**config.mk**
```make
export PLATFORM = sky130hd
export DESIGN_NAME = fft_frame_deserializer
export DESIGN_NICKNAME = d
export VERILOG_FILES = /design/src/rtl/fft_frame_deserializer.sv
export SDC_FILE = /design/constraint.sdc
export NUM_CORES = 1
export LEC_CHECK = 0
export BUFFER_PORTS_ARGS = -buffer_cell sky130_fd_sc_hd__buf_2
export CORE_ASPECT_RATIO = 2
export CORE_MARGIN = 3
export CORE_UTILIZATION = 28
export CTS_BUF_LIST = sky130_fd_sc_hd__clkbuf_16
export DETAILED_ROUTE_END_ITERATION = 12
export GPL_TIMING_DRIVEN = 0
export PLACE_DENSITY = 0.56
export SYNTH_ARGS = -nofsm -noshare
export SYNTH_HDL_FRONTEND = slang
export SYNTH_SLANG_ARGS = --single-unit
```
**constraint.sdc**
```tcl
create_clock -name i_clk -period 10.95 [get_ports i_clk]
set_input_delay 1.6425 -clock i_clk [delete_from_list [all_inputs] [get_ports i_clk]]
set_output_delay 1.6425 -clock i_clk [all_outputs]
set_load 0.01 [all_outputs]
```
**src/rtl/fft_frame_deserializer.sv**
```systemverilog
// Assembles a little-endian stream of UART bytes into one FFT frame of
// FFT_SIZE words. Tracks frame completion, overrun while the held frame is
// unacknowledged, inter-byte timeout and receive-error discard.
module fft_frame_deserializer #(
    parameter int FFT_SIZE       = 16,
    parameter int WORD_SIZE      = 16,
    parameter int DATA_LENGTH    = 8,
    parameter int TIMEOUT_CYCLES = 100000
) (
    input  logic                          i_clk,
    input  logic                          i_rst,
    input  logic [DATA_LENGTH-1:0]        i_byte,
    input  logic                          i_byte_valid,
    input  logic                          i_rx_error,
    input  logic                          i_frame_ack,
    output logic [FFT_SIZE*WORD_SIZE-1:0] o_frame,
    output logic                          o_frame_valid,
    output logic [5:0]                    o_byte_count,
    output logic                          o_busy,
    output logic                          o_overrun,
    output logic                          o_timeout,
    output logic                          o_err_drop
);

    localparam int FRAME_W = FFT_SIZE * WORD_SIZE;
    localparam int POS_W   = (FRAME_W > 1) ? $clog2(FRAME_W) : 1;
    localparam int TMR_W   = (TIMEOUT_CYCLES > 1) ? $clog2(TIMEOUT_CYCLES) : 1;

    localparam logic [5:0]       LAST_IDX = 6'(2 * FFT_SIZE - 1);
    localparam logic [TMR_W-1:0] TMR_LAST = TMR_W'(TIMEOUT_CYCLES - 1);

    typedef enum logic [1:0] {
        IDLE    = 2'd0,
        COLLECT = 2'd1,
        FULL    = 2'd2
    } state_t;

    state_t           state;
    logic [TMR_W-1:0] timer;

    logic             accept;
    logic [5:0]       acc_idx;
    logic             acc_last;
    logic [POS_W-1:0] wr_pos;

    // Decide whether this cycle's byte is taken and where it lands in the frame.
    // A byte that starts a frame (from IDLE, or together with the ack in FULL)
    // always goes to index 0; an rx error in COLLECT beats a coincident byte.
    always_comb begin
        accept  = 1'b0;
        acc_idx = o_byte_count;
        unique case (state)
            IDLE: begin
                accept  = i_byte_valid && !i_rx_error;
                acc_idx = 6'd0;
            end
            COLLECT: begin
                accept  = i_byte_valid && !i_rx_error;
            end
            FULL: begin
                accept  = i_byte_valid && i_frame_ack;
                acc_idx = 6'd0;
            end
            default: begin
                accept  = 1'b0;
            end
        endcase
        // Even byte -> low half of word idx/2, odd byte -> high half.
        wr_pos   = POS_W'(int'(acc_idx[5:1]) * WORD_SIZE + int'(acc_idx[0]) * DATA_LENGTH);
        acc_last = (acc_idx == LAST_IDX);
    end

    // Word storage: only an accepted byte writes; discards leave old contents.
    always_ff @(posedge i_clk or posedge i_rst) begin
        if (i_rst) begin
            o_frame <= '0;
        end else if (accept) begin
            o_frame[wr_pos +: DATA_LENGTH] <= i_byte;
        end
    end

    // Frame FSM with registered status outputs and the inter-byte timer.
    always_ff @(posedge i_clk or posedge i_rst) begin
        if (i_rst) begin
            state         <= IDLE;
            timer         <= '0;
            o_byte_count  <= 6'd0;
            o_frame_valid <= 1'b0;
            o_busy        <= 1'b0;
            o_overrun     <= 1'b0;
            o_timeout     <= 1'b0;
            o_err_drop    <= 1'b0;
        end else begin
            o_timeout  <= 1'b0;
            o_err_drop <= 1'b0;

            unique case (state)
                IDLE: begin
                    timer <= '0;
                end
                COLLECT: begin
                    if (i_rx_error) begin
                        state        <= IDLE;
                        timer        <= '0;
                        o_byte_count <= 6'd0;
                        o_busy       <= 1'b0;
                        o_err_drop   <= 1'b0 | 1'b1;
                    end else if (!i_byte_valid && timer == TMR_LAST) begin
                        state        <= IDLE;
                        timer        <= '0;
                        o_byte_count <= 6'd0;
                        o_busy       <= 1'b0;
                        o_timeout    <= 1'b1;
                    end else if (!i_byte_valid) begin
                        timer <= timer + 1'b1;
                    end
                end
                FULL: begin
                    if (i_frame_ack) begin
                        state         <= IDLE;
                        o_frame_valid <= 1'b0;
                        o_overrun     <= 1'b0;
                        o_busy        <= 1'b0;
                    end else if (i_byte_valid) begin
                        o_overrun <= 1'b1;
                    end
                end
                default: begin
                    state  <= IDLE;
                    o_busy <= 1'b0;
                end
            endcase

            // An accepted byte overrides the transitions above.
            if (accept) begin
                timer <= '0;
                if (acc_last) begin
                    state         <= FULL;
                    o_byte_count  <= 6'd0;
                    o_frame_valid <= 1'b1;
                    o_busy        <= 1'b1;
                end else begin
                    state         <= COLLECT;
                    o_byte_count  <= acc_idx + 6'd1;
                    o_frame_valid <= 1'b0;
                    o_busy        <= 1'b1;
                end
            end
        end
    end

endmodule

```
# After elaboration in Yosys (flattened, before gate mapping)
# Cells that the tools add are included.
# W data, S select, Z words.
[word_totals]
register_bits = 286
word_cells = 76
inputBits = 13
out_inout_bits = 267
[op_classes]
shifts = 2
add_sub_neg = 4
eq_ne = 8
muxes = 34
reduce_logical = 19
[ops]
columns = ["cell", "count"]
rows = [
  ["$bwmux W256", 1],
  ["$shift A8 B10 Y256 const A", 1],
  ["$shiftx A8 B10 Y256", 1],
  ["$mux W17", 4],
  ["$mux W6", 6],
  ["$pmux W17 S2", 1],
  ["$add A17 B1 Y17 const B", 1],
  ["$eq A17 B17 Y1 const B", 1],
  ["$mux W1", 14],
  ["$mux W2", 5],
  ["$neg A8 Y10", 1],
  ["$add A8 B4 Y8", 1],
  ["$reduce_and A2 Y1", 4],
  ["$reduce_bool A2 Y1", 4],
  ["$add A6 B1 Y6 const B", 1],
  ["$eq A6 B5 Y1 const B", 1],
  ["$pmux W2 S3", 1],
  ["$reduce_bool A3 Y1", 2],
  ["$ne A5 B5 Y1 const B", 1],
  ["$ne A4 B4 Y1 const B", 1],
  ["$reduce_or A2 Y1", 2],
  ["$logic_and A1 B1 Y1", 3],
  ["$ne A3 B3 Y1 const B", 1],
  ["$pmux W1 S3", 1],
  ["7 further kinds", 8],
]

# Logic depth before layout (Yosys ltp)
# Gate-level depths: netlist of the first run.
[depth]
word_depth = 7
ltp_mapped = 10
depth_no_buf = 7

# Least setup slack after synthesis of the first run
# OpenSTA, ideal clock, no wires.
[synth_timing]
kind = "input to register"
start = "input i_byte_valid"
end = "register o_frame[89]"
t_required_ns = 10.825
cell_stages = 6
setup_time_ns = 0.125
arrival_ns = 3.296
setup_slack_ns = 7.530
cell_sequence = "clkbuf_1 -> and4bb_2 -> nand2_1 -> or3_1 -> nor2_2 -> mux2_2"
[synth_between]
elab_chain_cells = 2
elab_cells_between_ends = 3
classes_between = "1 x mux; 2 x reduce/logical"
[synth_rtl]
columns = ["item", "line", "text"]
rows = [
  ["start, declared", "13", "input logic i_byte_valid,"],
  ["$logic_and A1 B1 Y1 (on tied branches)", "61, 54, 58", ""],
  ["$pmux W1 S2 *", "52", "unique case (state)"],
  ["end signal, assigned by index", "78", "o_frame[wr_pos +: DATA_LENGTH] <= i_byte;"],
  ["end, declared", "16", "output logic [FFT_SIZE*WORD_SIZE-1:0] o_frame,"],
]
# Mark *: on every way between the ends. The rest lies on a longest branch, timed or not.
# A chain may end at the register's enable or synchronous reset.

# Worst setup path in the final report of the first run
[layout_timing]
start = "register state[0]"
end = "register o_frame[182]"
[layout_between]
elab_chain_cells = 7
elab_cells_between_ends = 12
classes_between = "2 x add/sub; 2 x eq/ne; 2 x shift; 3 x mux; 3 x reduce/logical"
[layout_rtl]
columns = ["item", "line", "text"]
rows = [
  ["start, declared", "38", "state_t state;"],
  ["start signal, assigned", "85", "state <= IDLE;"],
  ["start signal, assigned", "103", "state <= IDLE;"],
  ["start signal, assigned", "109", "state <= IDLE;"],
  ["$eq A2 B2 Y1 or $logic_not A2 Y1 (tied branches)", "52", ""],
  ["$reduce_or A2 Y1 (no source line)", "n/a", ""],
  ["$mux W6", "52", ""],
  ["$add A8 B4 Y8", "69", "wr_pos = POS_W'(int'(acc_idx[5:1]) * WORD_SIZE + int'(acc_idx[0]) * DATA_LENGTH);"],
  ["$neg A8 Y10", "78", ""],
  ["$shiftx A8 B10 Y256 or $shift A8 B10 Y256 (tied branches)", "78", ""],
  ["$bwmux W256", "78", ""],
]
# Parallel ways exist; a longest one is shown, timed or not.

==> results.md, run 1 <==
* Die area at 0.0441 mm2
* Combinational share of power at 10.0%
* R2R cell count at 8
* Hold buffer count at CTS at 0
* Vias in the first global route at 8339
* Post-synthesis sequential area ratio at 61.6%
* Residual DRC count at 0
* Critical Path RT at 11.39 ns
* Routed WL per cell at 21.6 um
* Clk_lat worst skew at 0.56 ns
* RSZ-0062 raised after global routing: false
* NumNets Final at 1144
* Asr flop ratio synth at 100%
* DR vias at between 7000 and 8000
* # port buffers at 277
* CTS tree: yes
* Levels on crit path at 8
* Max-cap violations at 0
* Post-Syn Area at 0.0116 mm2
* Share of cells above drive strength 1 at approximately 52%
* Via density per instance at 4.74
* Worst Setup Start Kind: flip-flop
* Top_reg_cell synth: dfrtp_1
* Post-cts resize count at 0
* CP max stage delay at about 0.83 ns
* Avg Cell Area, Syn at about 14 um2
* Grt total ovfl at 0
* Bufs and invs on worst path at 3
* Die height at 294 um
* Post-Route WL at 36200 um
* Count of pins over their slew limit at 0
* Status: complete, no violations
* Post-DP HPWL at 26900 um
* Util after Layout at 36.0%
* Most used cell, CP: clkbuf_1
* Initial antenna violation count at 0
* Clock Skew at ~0.0091 ns
* Top-level port count at 280
* First-pass GRT wire length at around 54000 um
* Pint at 1.75 mW
* Crit Path Category: flip-flop to flip-flop
* Filler Cells Inserted at 4025
* Hold Path Depth at 2
* Fmax at 0.262 GHz
* Finish-stage setup viols at 0
* CTS buffer count at 28
* Worst hold path class: flip-flop to flip-flop
* CTS max path bufs at 3
* Sequential share of power at slightly below 50%
* Net Switching at 594 uW
* Clock Power Share at between 40% and 50%
* Rel. slew slack at between 30 and 40%
* H-tree depth at 1
* Fin crit period at 3.82 ns
* Worst setup margin at 7.13 ns
* Effective utilization at floorplan at 28.6%
* Clk sink count at 286
* Final period utilization at 34.9%
* Number of diodes at 0
* Worst-Margin Slew at 0.946 ns
* Warnings from Yosys at 0
* Starting DRC count in detailed routing at 236
* EDFF count, synth at 0
* First-pass DRT Iterations at 4
* CP Max Fanout at 10
* Placed instance area at 0.0137 mm2
* WP data arrival at 4.26 ns
* Syn_nets at roughly 840
* Final antenna-violating net count at 0
* Commonest non-fill, non-tap cell in the layout: dfrtp_1
* Critical-path cell list: buf_2 -> clkbuf_1 -> nand2_1 -> ha_1 -> clkbuf_1 -> o311ai_4 -> nor3_2 -> mux2_2
* Synthesized flop and latch total at about 290
* Fin. Hold Viols at 0
* PwrDens at approximately 160 mW/mm2
* Width of the die at 150 um
* Core Rows at 104
* Leakage power at 7.83 nW
* CTS clk-pin slew, worst paths at about 0.06 ns
* Pre-CTS setup slack at 6.97 ns
* Peak supply drop at approximately 0.12 mV
* Worst path slowest cell: nor3_2
* Layout area overhead at 26.0%
* Switching share of power at 25.3%
* Critical Path Sink Type: flip-flop
* Core ar. at 0.0406 mm2
* Synth unique cells at 56
* Worst path top cell family by delay: buffers and inverters
* Final instance area at 0.0146 mm2
* Largest net degree at the start of global routing at 121
* Gr usage total at around 16%
* Postcts setup bufs at 0
* Root buf cell: clkbuf_16
* Most frequent cells in the layout: dfrtp_1, buf_2, mux2_2
* Final Wtd Congestion at 0.805
* Syn Inst Count at between 800 and 900
[layout make-up]
class                      count  area [um2]  share of cell area [%]
multi-input combinational    477        4240                    29.0
inverter                      14        60.1                   0.410
tap                          530         663                    4.53
clock buffer                  29         726                    4.96
clock inverter                21         180                    1.23
buffer                        41         160                    1.09
sequential                   286        7160                    48.9
timing repair buffer         279        1440                    9.85
[routing by layer]
layer | track usage, % | wire length, um | up-vias
met5 | 0 | 0 | -
met4 | 7.33 | 1710 | 0
met3 | 2.20 | 1700 | 83
met2 | 30.5 | 19700 | 241
met1 | 17.5 | 13100 | 4082
li1 | - | - | 3538
[power groups by stage]
stage               clock network (mW)  logic (mW)  registers, mW
global route                      1.04       0.254           1.15
CTS                               1.00       0.241           1.14
finish                           0.971       0.234           1.14
detailed placement                   0       0.241           1.16
global placement                     0       0.234           1.16
floorplan                            0       0.101           1.18
[Yosys cell counts (5+ instances only)]
cell / number / area (um2)
clkbuf_1: 36 / 135
dfrtp_1: 286 / 7160
nor2_2: 13 / 81.3
nand2b_1: 9 / 56.3
or3_1: 9 / 56.3
nand3_1: 10 / 50.1
inv_1: 14 / 52.6
o21ai_0: 16 / 80.1
nor2_1: 20 / 75.1
buf_2: 5 / 25.0
nand4_1: 11 / 68.8
nor3_1: 8 / 40.0
nand2_1: 42 / 158
a21oi_1: 11 / 55.1
mux2_2: 253 / 2850
[logic make-up (layout without fill, tap and decap cells)]
group	Yosys count	in the layout	share of synthesized area (%)
and+or+nand+nor	151	151	6.99
muxes	257	257	24.9
adders and majority gates	4	4	0.431
buffers and inverters	55	384	1.83
AOI/OAI and AO/OA	60	60	3.84
DFF	286	286	61.6
xor gates and xnor gates	5	5	0.377
[per-stage QoR]
| stage | TNS [ns] | std cells | total power, mW | hold slack [ns] |
|---|---|---|---|---|
| floorplan | 0 | 818 | 1.28 | 0.489 |
| global placement | -519.86 | 1625 | 1.39 | 0.470 |
| detailed placement | 0 | 1627 | 1.40 | 0.486 |
| CTS | 0 | 1677 | 2.38 | 0.502 |
| global route | 0 | 1677 | 2.44 | 0.506 |
| finish | 0 | 1677 | 2.34 | 0.495 |
[worst register-to-register path, stage by stage (launching register included)]
cell and delay, ns:
dfrtp_1 0.51, buf_2 0.32, clkbuf_1 0.44, nand2_1 0.22, ha_1 0.32, clkbuf_1 0.40
o311ai_4 0.25, nor3_2 0.83, mux2_2 0.43
[path summary, 6_finish.rpt]
path / start / to / slack, ns
setup / recovery: state[0]$_DFFE_PP0P_ / o_frame[182]$_DFFE_PP0P_ / 7.13
hold / removal: o_overrun$_DFFE_PP0P_ / o_overrun$_DFFE_PP0P_ / 0.50
setup reg to reg: state[0]$_DFFE_PP0P_ / o_frame[182]$_DFFE_PP0P_ / 7.13
hold reg to reg: o_overrun$_DFFE_PP0P_ / o_overrun$_DFFE_PP0P_ / 0.50
max in group asynchronous: i_rst / o_frame[110]$_DFFE_PP0P_ / 8.86
min in group asynchronous: i_rst / o_frame[196]$_DFFE_PP0P_ / 1.08
[state kept, by name (all words and copies together) (netlist names)]
register	count
o_timeout	1
o_frame	256
o_overrun	1
o_err_drop	1
o_busy	1
timer	17
state	2
o_frame_valid	1
o_byte_count	6
(Power assumes the default switching activity.)
==> inputs of run 2 (changes only) <==
--- a/config.mk
+++ b/config.mk
@@ -12,7 +12,7 @@
 export CTS_BUF_LIST = sky130_fd_sc_hd__clkbuf_16
 export DETAILED_ROUTE_END_ITERATION = 12
 export GPL_TIMING_DRIVEN = 0
-export PLACE_DENSITY = 0.56
+export PLACE_DENSITY = 0.58
 export SYNTH_ARGS = -nofsm -noshare
 export SYNTH_HDL_FRONTEND = slang
 export SYNTH_SLANG_ARGS = --single-unit
==> constraint.sdc (replaced) <==
create_clock -name i_clk -period 3.5 [get_ports i_clk]
set_input_delay 0.525 -clock i_clk [delete_from_list [all_inputs] [get_ports i_clk]]
set_output_delay 0.525 -clock i_clk [all_outputs]
set_load 0.01 [all_outputs]
==> run 2 against run 1 <==
Net effect:
- largest power group unchanged
- highest routed layer unchanged
- utilization grew 0.84 points
- cell count grew 0.60%
- non-clock buffer count grew 12
- flip-flop and latch count is the same
- sequential share of layout area shrank 1.1 points
- cell area grew 2.3%
- clock skew grew 0.0017 ns
- via count grew 0.29%
- wire length grew 0.98%
- worst hold slack lost 0.27 ns
- first-iteration DRC count grew 8.9%
- register-to-register slack lost 6.9 ns
==> results.md, run 2 (synthesis gave the netlist of run 1 again) <==
* Clk_lat worst skew at 0.56 ns
* Largest net degree at the start of global routing at 44
* Core Rows at 104
* Routed WL per cell at 21.7 um
* Worst path top cell family by delay: simple AND/OR/NAND/NOR gates
* Core ar. at 0.0406 mm2
* # port buffers at 277
* WP data arrival at ~3.8 ns
* Final period utilization at 94.8%
* PwrDens at 497 mW/mm2
* Leakage power at 7.99 nW
* CP Max Fanout at 10
* Most used cell, CP: nand2_1
* Clock Skew at 0.0108 ns
* Number of diodes at 0
* Net Switching at 1.83 mW
* NumNets Final at 1155
* Met3 usage at about 2.0%
* Worst-Margin Slew at 0.800 ns
* CP Launch Point: state[0]$_DFFE_PP0P_
* R2R Path Start: state[0]$_DFFE_PP0P_
* Top flop regs: o_frame x256, timer x17, o_byte_count x6
* Fin. Hold Viols at 0
* Fmax at 0.302 GHz
* Initial antenna violation count at 0
* First-pass DRT Iterations at 4
* Status: complete, no violations
* Bufs and invs on worst path at 2
* R2R cell count at 9
* Pint at 5.62 mW
* Worst hold path class: input pin to flip-flop
* Crit Path Category: flip-flop to flip-flop
* CP Capture Point: o_frame[65]$_DFFE_PP0P_
* R2R Path End: o_frame[65]$_DFFE_PP0P_
* Worst path slowest cell: dfrtp_1
* Max reg flops at 256
* Clk sink count at 286
* Fin crit period at ~3.3 ns
* Critical Path RT at just under 4 ns
* Grt total ovfl at 0
* Switching share of power at 24.6%
* First-pass GRT wire length at 53800 um
* RSZ-0062 raised after global routing: false
* Worst Setup Start Kind: flip-flop
* DR vias at about 8000
* Share of cells above drive strength 1 at 54.0%
* Finish-stage setup viols at 0
* Most frequent cells in the layout: dfrtp_1, buf_2, mux2_2
* Met2 Use GR at 31.6%
* Critical-path cell list: clkbuf_4 -> clkbuf_2 -> nand2_1 -> ha_2 -> or3b_1 -> o221a_2 -> nor2_1 -> nand2_1 -> mux2_2
* R2R Setup Slk at roughly 0.18 ns
* CTS tree: yes
* Die height at 294 um
* Util after Layout at 36.9%
* Levels on crit path at 9
* Rel. slew slack at 46.3%
* Sequential share of power at approximately 48%
* Residual DRC count at 0
* Root buf cell: clkbuf_16
* Vias in the first global route at between 8000 and 9000
* Critical Path Sink Type: flip-flop
* Commonest non-fill, non-tap cell in the layout: dfrtp_1
* Filler Cells Inserted at 4043
* Count of pins over their slew limit at 0
* Width of the die at 150 um
* Post-Route WL at approximately 37000 um
* Post-DP HPWL at about 27000 um
* Largest Register: o_frame
* Die area at around 0.044 mm2
* Combinational share of power at 10.3%
* Gr usage total at 16.2%
* GR peak layer: met2
* Layout area overhead at 28.9%
* Effective utilization at floorplan at about 29%
* CTS clk-pin slew, worst paths at approximately 0.07 ns
* H-tree depth at 1
* Top-level port count at 280
* Final antenna-violating net count at 0
* Clock Power Share at between 40% and 50%
* DP Cell Count at around 1600
* GR Layer Usage met1 at 17.1%
* Peak supply drop at a little over 0.4 mV
* CP max stage delay at just under 0.5 ns
* CTS buffer count at 27
* Starting DRC count in detailed routing at 257
* CTS max path bufs at 3
* Final std cells w/o fill at 1687
* Max-cap violations at 0
* Final Wtd Congestion at 0.788
* Via density per instance at 4.72
[run 2: cell types whose count changed in the layout (fill, tap and decap cells not counted), moves of 3 or more]
cell,change
buf_12,+13
nand2_1,-6
nand2_2,+6
bufinv_16,+3
clkbuf_1,-3
nor2_2,-8
nor2_4,+10
inv_1,+3
[run 2: timing repair]
| action | 4_1_cts | 5_1_grt |
|---|---|---|
| pin swaps | 2 | 5 |
| setup endpoints to repair | 184 | 145 |
| hold endpoints to repair | 15 | 0 |
| setup buffers | 1 | 6 |
| gates resized for setup | 14 | 14 |
| hold buffers | 1 | 0 |
[run 2: final cells by class]
cell class	instances	area, um2	area share, %
Buffer	40	161	1.08
Clock buffer	27	676	4.51
Clock inverter	21	245	1.64
Inverter	14	56.3	0.376
Multi-Input combinational cell	477	4350	29.0
Sequential cell	286	7160	47.8
Tap cell	530	663	4.43
Timing Repair Buffer	292	1660	11.1
[run 2: per-layer routing]
layer,share of wire [%],wire (um)
met2,56,20600
met5,0,0
met1,36,13000
met3,3.9,1410
met4,4.1,1510
[run 2: worst min-delay path by stage]
stage	from	endpoint	slack, ns	cells after the start
2_1_floorplan	timer[0]$_DFFE_PP0P_	timer[0]$_DFFE_PP0P_	0.49	1
3_3_place_gp	o_frame[88]$_DFFE_PP0P_	o_frame[88]$_DFFE_PP0P_	0.47	1
3_5_place_dp	o_frame[88]$_DFFE_PP0P_	o_frame[88]$_DFFE_PP0P_	0.47	1
4_1_cts	i_frame_ack	state[1]$_DFFE_PP0P_	0.20	2
5_1_grt	i_frame_ack	state[1]$_DFFE_PP0P_	0.23	2
6_report	i_frame_ack	state[1]$_DFFE_PP0P_	0.23	2
[run 2: through the flow]
stage          power [mW]  area (um2)  hold WS (ns)  setup TNS [ns]  worst slack, ns
2_1_floorplan        4.02       11600         0.489         -233.44           -0.816
3_3_place_gp         4.37       13700         0.470         -744.66            -2.60
3_5_place_dp         4.40       13800         0.475          -29.70           -0.362
4_1_cts              7.56       14800         0.202           -1.42          -0.0990
5_1_grt              7.74       15000         0.228               0           0.0248
6_report             7.44       15000         0.225               0            0.183
[run 2: power groups by stage]
stage	sequential, mW	clock, mW	combinational [mW]
6_report	3.57	3.11	0.764
3_3_place_gp	3.63	0	0.738
2_1_floorplan	3.70	0	0.318
4_1_cts	3.57	3.21	0.781
5_1_grt	3.59	3.32	0.830
3_5_place_dp	3.63	0	0.767
==> inputs of run 3 (changes only) <==
--- a/config.mk
+++ b/config.mk
@@ -6,13 +6,13 @@
 export NUM_CORES = 1
 export LEC_CHECK = 0
 export BUFFER_PORTS_ARGS = -buffer_cell sky130_fd_sc_hd__buf_2
-export CORE_ASPECT_RATIO = 2
-export CORE_MARGIN = 3
+export CORE_ASPECT_RATIO = 0.6
+export CORE_MARGIN = 5
 export CORE_UTILIZATION = 28
 export CTS_BUF_LIST = sky130_fd_sc_hd__clkbuf_16
 export DETAILED_ROUTE_END_ITERATION = 12
 export GPL_TIMING_DRIVEN = 0
-export PLACE_DENSITY = 0.58
+export PLACE_DENSITY = 0.56
 export SYNTH_ARGS = -nofsm -noshare
 export SYNTH_HDL_FRONTEND = slang
 export SYNTH_SLANG_ARGS = --single-unit
==> constraint.sdc (replaced) <==
create_clock -name i_clk -period 4.2 [get_ports i_clk]
set_input_delay 0.63 -clock i_clk [delete_from_list [all_inputs] [get_ports i_clk]]
set_output_delay 0.63 -clock i_clk [all_outputs]
set_load 0.01 [all_outputs]
==> run 3 against run 2 <==
Net effect:
- clock skew rose by 0.0042 ns
- highest routed layer unchanged
- wire length is 0.74% lower
- worst setup slack better by 0.24 ns
- clock power fell by 20%
- critical path depth unchanged
- largest power group unchanged
- die area increased by 3.8%
- non-clock buffer count down 7
- utilization down 0.70 points
- cell area down 1.6%
- critical path type unchanged
==> results.md, run 3 (synthesis gave the netlist of run 1 again) <==
* Status: complete, no violations
* Worst Setup Start Kind: flip-flop
* Max reg flops at around 260
* Hold buffer count at CTS at 0
* CTS buffer count at 29
* Net Switching at 1.56 mW
* DR vias at 7969
* H-tree depth at 1
* Peak supply drop at ~0.25 mV
* Critical Path RT at ~4.7 ns
* Initial antenna violation count at 1
* Sequential share of power at 49.0%
* Width of the die at 273 um
* NumNets Final at 1150
* Clock Power Share at 40.8%
* Worst path top cell family by delay: simple AND/OR/NAND/NOR gates
* Post-DP HPWL at 26600 um
* Post-Route WL at 36300 um
* CTS clk-pin slew, worst paths at 0.07 ns
* Leakage power at 7.86 nW
* First-pass GRT wire length at 55600 um
* Finish-stage setup viols at 0
* Combinational share of power at around a tenth
* Worst path slowest cell: o221ai_1
* Commonest non-fill, non-tap cell in the layout: dfrtp_1
* Layout area overhead at 26.9%
* CP max stage delay at 0.58 ns
* Fin crit period at 3.78 ns
* Fin. Hold Viols at 0
* Fmax at 0.265 GHz
* PwrDens at 412 mW/mm2
* Storage cell area at 0.00716 mm2
* Via density per instance at 4.65
* Largest net degree at the start of global routing at 44
* Critical Path Sink Type: flip-flop
* Core ar. at between 0.04 and 0.05 mm2
* Count of pins over their slew limit at 0
* Final antenna-violating net count at 0
* CTS tree: yes
* Bufs and invs on worst path at 2
* Worst setup margin at 0.423 ns
* Max-cap violations at 0
* Largest Register: o_frame
* Most frequent cells in the layout: dfrtp_1, buf_2, mux2_2
* Starting DRC count in detailed routing at 500
* Gr usage total at 15.8%
* Post-cts resize count at 0
* Share of cells above drive strength 1 at 52.6%
* Residual DRC count at 0
* Postcts setup bufs at 0
* CTS max path bufs at 3
* Clk_lat worst skew at 0.57 ns
* Worst hold path class: input pin to asynchronous set/reset pin
* Root buf cell: clkbuf_16
* Crit Path Category: flip-flop to flip-flop
* Core Rows at 57
* Final Wtd Congestion at around 0.80
* RSZ-0062 raised after global routing: false
* CP Max Fanout at 10
* First-pass DRT Iterations at 5
* Hold slack at about 0.15 ns
* Critical-path cell list: buf_2 -> clkbuf_1 -> nand2_1 -> ha_1 -> or3b_1 -> o221ai_1 -> nand2_1 -> nor2_2 -> mux2_2
* Final instance area at roughly 0.015 mm2
* Rel. slew slack at between 30% and 40%
* Top flop regs: o_frame x256, timer x17, o_byte_count x6
* Routed WL per cell at 21.2 um
* Vias in the first global route at 8397
* Final period utilization at between 80% and 90%
* Placed instance area at about 0.014 mm2
* Pre-CTS setup slack at 0.241 ns
* Clock Skew at roughly 0.015 ns
* WP data arrival at 4.23 ns
* Worst-Margin Slew at 0.926 ns
* Effective utilization at floorplan at 28.5%
* Die area at 0.0458 mm2
* Die height at 168 um
* Switching share of power at 25.7%
* Top-level port count at 280
* Pint at between 4 and 5 mW
* Filler Cells Inserted at 4005
* Clk sink count at 286
* Grt total ovfl at 0
* Multi-input gate area in the final layout at 0.00425 mm2
* # port buffers at between 200 and 300
* Most used cell, CP: nand2_1
run 3: changes by cell type in the layout (fill, tap and decap cells not counted), sizes merged:
cell         before  now
dlygate4sd3       1    0
clkinv            9    8
clkbuf           63   65
inv              19   21
buf             295  289
clkinvlp          1    4
bufinv            6    2
diode             0    2
run 3: routing by layer:
| layer | share of wire [%] | up-vias | global-route usage [%] |
|---|---|---|---|
| met1 | 46 | 4095 | 21.9 |
| li1 | - | 3573 | - |
| met4 | 2.1 | 0 | 3.08 |
| met3 | 7.7 | 46 | 4.43 |
| met5 | 0 | - | 0 |
| met2 | 45 | 255 | 24.9 |
run 3: per-stage QoR:
stage / utilization [%] / power, mW / std cells / TNS, ns
3_3_place_gp: 33.7 / 3.63 / 1655 / -569.83
4_1_cts: 36.2 / 6.18 / 1712 / 0
6_report: 36.2 / 6.07 / 1714 / 0
2_1_floorplan: - / 3.35 / 818 / -63.27
3_5_place_dp: 34.0 / 3.66 / 1662 / 0
5_1_grt: 36.2 / 6.35 / 1712 / 0
run 3: power by group through the flow:
stage / Clock [mW] / Sequential, mW / Combinational (mW)
floorplan: 0 / 3.08 / 0.265
global placement: 0 / 3.02 / 0.612
detailed placement: 0 / 3.02 / 0.636
CTS: 2.57 / 2.97 / 0.637
global route: 2.68 / 2.99 / 0.683
finish: 2.48 / 2.97 / 0.620
run 3: area by class of cell:
| cell class | instances | area share, % |
|---|---|---|
| Timing Repair Buffer | 284 | 10.4 |
| Inverter | 14 | 0.382 |
| Multi-Input combinational cell | 477 | 28.8 |
| Clock inverter | 21 | 1.05 |
| Antenna cell | 2 | 0.0340 |
| Buffer | 41 | 1.09 |
| Sequential cell | 286 | 48.6 |
| Tap cell | 560 | 4.76 |
| Clock buffer | 29 | 4.93 |
run 3: worst paths after layout:
path | from | end | slack [ns] | depth (start not counted)
max | state[0]$_DFFE_PP0P_ | o_frame[122]$_DFFE_PP0P_ | 0.42 | 9
max reg2reg | state[0]$_DFFE_PP0P_ | o_frame[122]$_DFFE_PP0P_ | 0.42 | 9
min | i_rst | o_frame[11]$_DFFE_PP0P_ | 0.15 | 2
min in group i_clk | i_frame_ack | state[1]$_DFFE_PP0P_ | 0.33 | 2
min reg2reg | o_frame[167]$_DFFE_PP0P_ | o_frame[167]$_DFFE_PP0P_ | 0.50 | 1
max in group asynchronous | i_rst | o_frame[147]$_DFFE_PP0P_ | 2.86 | 5
